File: config.mk
export PLATFORM = sky130hd
export DESIGN_NAME = mult_div_unit
export DESIGN_NICKNAME = d
export VERILOG_FILES = /design/src/rtl/mult_div_unit.sv
export SDC_FILE = /design/constraint.sdc
export NUM_CORES = 1
export LEC_CHECK = 0
export ABC_AREA = 1
export CAP_MARGIN = 20
export CORE_MARGIN = 4
export CORE_UTILIZATION = 57
export CTS_CLUSTER_DIAMETER = 120
export DETAILED_ROUTE_END_ITERATION = 10
export MAX_ROUTING_LAYER = met4
export PLACE_DENSITY = 0.82
export SYNTH_ARGS = -nofsm -noshare
export SYNTH_HDL_FRONTEND = slang
export SYNTH_SLANG_ARGS = --single-unit
File: constraint.sdc
create_clock -name clk -period 3.18 [get_ports clk]
set_input_delay 0.318 -clock clk [delete_from_list [all_inputs] [get_ports clk]]
set_output_delay 0.318 -clock clk [all_outputs]
set_load 0.005 [all_outputs]
File: src/rtl/mult_div_unit.sv
// -----------------------------------------------------------------------------
// mult_div_unit
//
// Sequential 32-bit multiply/divide unit with architectural HI/LO registers
// for the MIPS execute stage. One iteration per clock: shift-add for
// MULT/MULTU, restoring shift-subtract for DIV/DIVU. Signed operations run
// on magnitudes and the signs are applied in a final FIX cycle.
// Start-to-result latency is 33 cycles.
//
// Build option:
//   MULT_DIV_UNIT_DIVIDER_EN  defined   -> MULT/MULTU/DIV/DIVU supported
//                             undefined -> divide datapath is not built; a
//                                          DIV/DIVU start pulses done on the
//                                          next cycle and leaves HI/LO as-is
//
// Ports:
//   clk, rst_n     rising-edge clock, asynchronous active-low reset
//   start, op      launch request (accepted only while idle);
//                  op 00 MULT, 01 MULTU, 10 DIV, 11 DIVU
//   src_a, src_b   rs (multiplicand / dividend), rt (multiplier / divisor)
//   mthi, mtlo     write wdata into HI / LO (idle only)
//   wdata          MTHI/MTLO data
//   busy           operation in progress (hazard logic stalls MFHI/MFLO)
//   done           one-cycle pulse, HI/LO hold the new result
//   div_by_zero    valid with done, divisor was zero
//   hi, lo         architectural HI / LO registers
// -----------------------------------------------------------------------------
module mult_div_unit (
  input  logic        clk,
  input  logic        rst_n,
  input  logic        start,
  input  logic [1:0]  op,
  input  logic [31:0] src_a,
  input  logic [31:0] src_b,
  input  logic        mthi,
  input  logic        mtlo,
  input  logic [31:0] wdata,
  output logic        busy,
  output logic        done,
  output logic        div_by_zero,
  output logic [31:0] hi,
  output logic [31:0] lo
);

  typedef enum logic [1:0] {
    IDLE = 2'd0,
    RUN  = 2'd1,
    FIX  = 2'd2
  } stateT;

  stateT       state, stateNext;
  logic [4:0]  count;
  logic [31:0] operand;   // multiplicand (mult) or divisor (div)
  logic [31:0] accHi;     // product high half / partial remainder
  logic [31:0] accLo;     // multiplier shifting out / dividend -> quotient
  logic        mulNeg;
  logic [31:0] hiReg, loReg;
  logic        doneReg, dbzReg;

  logic        launch;
  logic [31:0] absA, absB;
  logic [32:0] mulSum;
  logic [63:0] prodFix;

`ifdef MULT_DIV_UNIT_DIVIDER_EN
  logic        isDiv;
  logic        quoNeg, remNeg;
  logic [31:0] rawA;      // unmodified dividend, returned in HI on divide by zero
  logic [32:0] divShift, divDiff;
  logic [31:0] quoFix, remFix;

  assign launch = start;
`else
  // Without the divider a DIV/DIVU request is acknowledged but never runs.
  assign launch = start & ~op[1];
`endif

  // Magnitudes are only taken for the signed ops (op[0]=0).
  assign absA = (~op[0] && src_a[31]) ? -src_a : src_a;
  assign absB = (~op[0] && src_b[31]) ? -src_b : src_b;

  // ---------------------------------------------------------------------------
  // State register
  // ---------------------------------------------------------------------------
  always_ff @(posedge clk or negedge rst_n) begin
    if (!rst_n) begin
      state <= IDLE;
    end else begin
      // NOTE: sequential state uses non-blocking assignments so every flop
      // samples the pre-edge values regardless of statement order.
      state <= stateNext;
    end
  end

  // ---------------------------------------------------------------------------
  // Next-state logic
  // ---------------------------------------------------------------------------
  always_comb begin
    // NOTE: default first so no path leaves stateNext unassigned (no latch).
    stateNext = state;
    case (state)
      IDLE:    if (launch) stateNext = RUN;
      RUN:     if (count == 5'd31) stateNext = FIX;
      FIX:     stateNext = IDLE;
      default: stateNext = IDLE;
    endcase
  end

  // ---------------------------------------------------------------------------
  // Per-iteration arithmetic and final sign correction
  // ---------------------------------------------------------------------------
  always_comb begin
    // Shift-add: conditionally add the multiplicand to the upper half, then
    // the 33-bit sum and the multiplier shift right together.
    mulSum  = {1'b0, accHi} + (accLo[0] ? {1'b0, operand} : 33'd0);
    prodFix = mulNeg ? -{accHi, accLo} : {accHi, accLo};
`ifdef MULT_DIV_UNIT_DIVIDER_EN
    // Restoring step: bring in the next dividend bit and try to subtract.
    // A clear borrow bit (divDiff[32]) means the trial subtraction fits.
    divShift = {accHi, accLo[31]};
    divDiff  = divShift - {1'b0, operand};
    quoFix   = quoNeg ? -accLo : accLo;
    remFix   = remNeg ? -accHi : accHi;
`endif
  end

  // ---------------------------------------------------------------------------
  // Datapath and HI/LO registers
  // ---------------------------------------------------------------------------
  always_ff @(posedge clk or negedge rst_n) begin
    if (!rst_n) begin
      // NOTE: every datapath register is reset, not just the architectural
      // ones; the set is small and it keeps post-reset behaviour deterministic.
      count   <= '0;
      operand <= '0;
      accHi   <= '0;
      accLo   <= '0;
      mulNeg  <= 1'b0;
      hiReg   <= '0;
      loReg   <= '0;
      doneReg <= 1'b0;
      dbzReg  <= 1'b0;
`ifdef MULT_DIV_UNIT_DIVIDER_EN
      isDiv   <= 1'b0;
      quoNeg  <= 1'b0;
      remNeg  <= 1'b0;
      rawA    <= '0;
`endif
    end else begin
      doneReg <= 1'b0;
      dbzReg  <= 1'b0;
      case (state)
        IDLE: begin
          if (start) begin
            // Any MTHI/MTLO in the same cycle as a start is dropped.
            if (launch) begin
              count  <= '0;
              accHi  <= '0;
              mulNeg <= (op == 2'b00) && (src_a[31] ^ src_b[31]);
`ifdef MULT_DIV_UNIT_DIVIDER_EN
              isDiv   <= op[1];
              quoNeg  <= (op == 2'b10) && (src_a[31] ^ src_b[31]);
              remNeg  <= (op == 2'b10) && src_a[31];
              rawA    <= src_a;
              operand <= op[1] ? absB : absA;
              accLo   <= op[1] ? absA : absB;
`else
              operand <= absA;
              accLo   <= absB;
`endif
            end else begin
              doneReg <= 1'b1;
            end
          end else begin
            if (mthi) hiReg <= wdata;
            if (mtlo) loReg <= wdata;
          end
        end

        RUN: begin
          count <= count + 5'd1;
`ifdef MULT_DIV_UNIT_DIVIDER_EN
          if (isDiv) begin
            accHi <= divDiff[32] ? divShift[31:0] : divDiff[31:0];
            accLo <= {accLo[30:0], ~divDiff[32]};
          end else begin
            accHi <= mulSum[32:1];
            accLo <= {mulSum[0], accLo[31:1]};
          end
`else
          accHi <= mulSum[32:1];
          accLo <= {mulSum[0], accLo[31:1]};
`endif
        end

        FIX: begin
          doneReg <= 1'b1;
`ifdef MULT_DIV_UNIT_DIVIDER_EN
          if (isDiv) begin
            if (operand == '0) begin
              hiReg  <= rawA;
              loReg  <= '1;
              dbzReg <= 1'b1;
            end else begin
              hiReg <= remFix;
              loReg <= quoFix;
            end
          end else begin
            hiReg <= prodFix[63:32];
            loReg <= prodFix[31:0];
          end
`else
          hiReg <= prodFix[63:32];
          loReg <= prodFix[31:0];
`endif
        end

        default: ;
      endcase
    end
  end

  assign busy        = (state != IDLE);
  assign done        = doneReg;
  assign div_by_zero = dbzReg;
  assign hi          = hiReg;
  assign lo          = loReg;

endmodule
==> reports/metrics.csv <==
metric,value,unit
status,finished clean,
syn_nets,2264,
p_comb_frac,0.550,
hold_start,src_a[1],
setup_violations,0,
drt-wirelength-per-cell,18.10,um
p_total,14.47,mW
reg2reg_depth,10,
cts_sinks,169,
setup_ws,527.6,ps
min_period_over_period,0.8341,
grt_max_degree,87,
layout-drive-gt1-share,0.04930,
port_buffers,168,
holdPathEnd,operand[1],
numCtsBuffers,17,
netSwitchingPower,7.055,mW
fmax,377.0,MHz
syn2layout_area_growth,18.23,%
multi_input_area,0.007983,mm^2
core,0.02292,mm^2
die-area,0.02611,mm^2
via_per_inst,5.813,
hold-path-cell-count,3,
grt_use_total,0.3656,
crit_arrival,2980,ps
end_kind,flop,
peakVddDrop,0.0004950,V
worstReg2RegEnd,count[3],
netlist.area_leader.share,0.3145,
grt_pass1_vias,13940,
min_path_type,input pin to flop,
num-nets-final,2400,
fin_skew,12.42,ps
synth_largest_area_cell,dfrtp_1,
startpoint_type,flop,
cts_tree,built,
p_leak,7.426,nW
required,3500,ps
maxSlewViolCount,0,
ys_ff_latch,169,
synth.most_common_cell,nand2_1,
cp-startpoint,state[0],
ios,170,
regToRegStartpoint,state[0],
dp_hpwl,36660,um
rows,55,
use_met1,0.5020,
netlist_top_cells_area,"dfrtp_1 31%, nand2_1 17%, nor2_1 9.2%, nand3_1 6.6%, inv_1 6.1%",
internal_power,7.412,mW
yosys-top-cells-count,"599 x nand2_1, 330 x nor2_1, 219 x inv_1",
clkTransAtPathRegs,70,ps
crit_type,flop to flop,
met3_usage,0.05996,
dr_total_vias,15030,
cts_repair_resize_count,0,
die_w,161.6,um
use_met2,0.5294,
swShare,0.4877,
synthFlopType,dfrtp_1,
globalRouteOverflowTotal,0,
clockPowerShare,0.149,
busiest_layer,met2,
ys_types,55,
yosysWarnings,0,
hold_violations,0,
syn_area,0.01345,mm^2
maxCapViolations,0,
slew_headroom,0.3022,
antenna_found_initial,0,
place_congestion,1.029,
power_density,910.1,mW/mm^2
rrSetupSlack,530,ps
hold_buffers,1,
seqPwrFrac,0.302,
register_area,0.004230,mm^2
ys_seq_area_frac,0.3145,
cts_buffer_depth,2,
fin_setup_tns,0,ps
post_cts_buffers,0,
grt_pass1_wl,73760,um
place_worst_setup_slack,597.8,ps
ant_nets,0,
num-fill-cells,2064,
drc,0,
tightestPinTransition,1045,ps
synth_edf_count,0,
syn_avg_cell_area,6.333,um^2
min_period,2652,ps
drt-total-wl,46780,um
cts_max_level,4,
worstPathMaxFanout,39,
die_y,161.6,um
drtIter0Drc,2154,
syn_inst,2123,
rsz0062_at_grt,no,
ys_async_sr_fraction,1.000,
cts_root_buffer,clkbuf_16,
clk_latency,440,ps
antenna_cells,0,
initial_utilization,0.5867,
drtPass1Iterations,7,
worst max path at each step:
| stage | end | slack [ps] | depth (start not counted) |
|---|---|---|---|
| 3_3_place_gp | count[3] | 620 | 10 |
| 4_1_cts | count[3] | 630 | 10 |
| 3_5_place_dp | count[3] | 600 | 10 |
| 5_1_grt | count[3] | 350 | 10 |
| 2_1_floorplan | accHi[23] | 750 | 17 |
| 6_report | count[3] | 530 | 10 |
kinds of logic after synthesis:
kind of cell / share of synthesized area
flops: 0.3145
other cells: 0.0002789
simple gates: 0.3780
compound gates: 0.1548
buf+inv: 0.09175
xor+xnor: 0.02475
fa+ha+maj: 0.03592
critical path: stages (launching register included):
cell	delay, ps
dfrtp_1	450
nor2_2	350
inv_2	80
nor2_2	100
inv_2	110
nor2_8	260
nor2_8	180
inv_2	530
nand4_1	220
o21ai_1	170
a21oi_1	60
stage by stage:
stage	utilization	instance area [um^2]	hold slack, ps	cells
after global routing	0.6937	15900	503.3	2585
after CTS	0.6937	15900	469.1	2585
after global placement	0.6675	15300	402.9	2552
after floorplan	-	13450	22.41	2123
after detailed placement	0.6675	15300	421.5	2552
final	0.6937	15900	468.0	2585
routing by layer:
layer	part of all wire	vias up
li1	-	7175
met1	0.42	6794
met2	0.42	919
met3	0.11	139
met4	0.052	0
met5	0	-
sequential cells by signal, indices dropped and copies added (netlist names):
name,cells
accHi,32
accLo,32
count,5
done,1
hi,32
lo,32
mulNeg,1
operand,32
state,2
power groups by stage:
stage / sequential [mW] / clock [mW] / combinational [mW]
after floorplan: 3.95 / 0 / 5.30
after global placement: 4.30 / 0 / 7.55
after detailed placement: 4.33 / 0 / 7.75
after CTS: 4.29 / 2.15 / 7.83
after global routing: 4.48 / 2.24 / 8.86
final: 4.36 / 2.15 / 7.95
cell usage in the layout (no fill, tap or decap), types with 5 or more instances in the layout:
master / instances
o211ai_1: 10
clkbuf_16: 17
ha_1: 37
nor2_4: 6
o21ai_1: 14
nor3_1: 18
dfrtp_1: 168
a21oi_1: 163
inv_1: 219
nand3b_1: 9
clkdlybuf4s50_1: 167
nor2_2: 10
buf_4: 14
nand4_1: 24
o21ai_0: 132
nor2_1: 330
o21ai_2: 6
inv_6: 5
or2_2: 5
nand2_2: 7
a31oi_1: 7
nand2_1: 599
xor2_1: 30
nand3_1: 177
xnor2_1: 8
o22ai_1: 9
inv_2: 10
nand3_2: 7
o221ai_1: 10
cell type report:
| cell class | count | share of cell area |
|---|---|---|
| Clock buffer | 19 | 0.02723 |
| Clock inverter | 13 | 0.009839 |
| Inverter | 230 | 0.05439 |
| Multi-Input combinational cell | 1656 | 0.5022 |
| Sequential cell | 169 | 0.2661 |
| Tap cell | 313 | 0.02464 |
| Timing Repair Buffer | 185 | 0.1156 |
No activity file was read; power rests on OpenSTA's default activity.
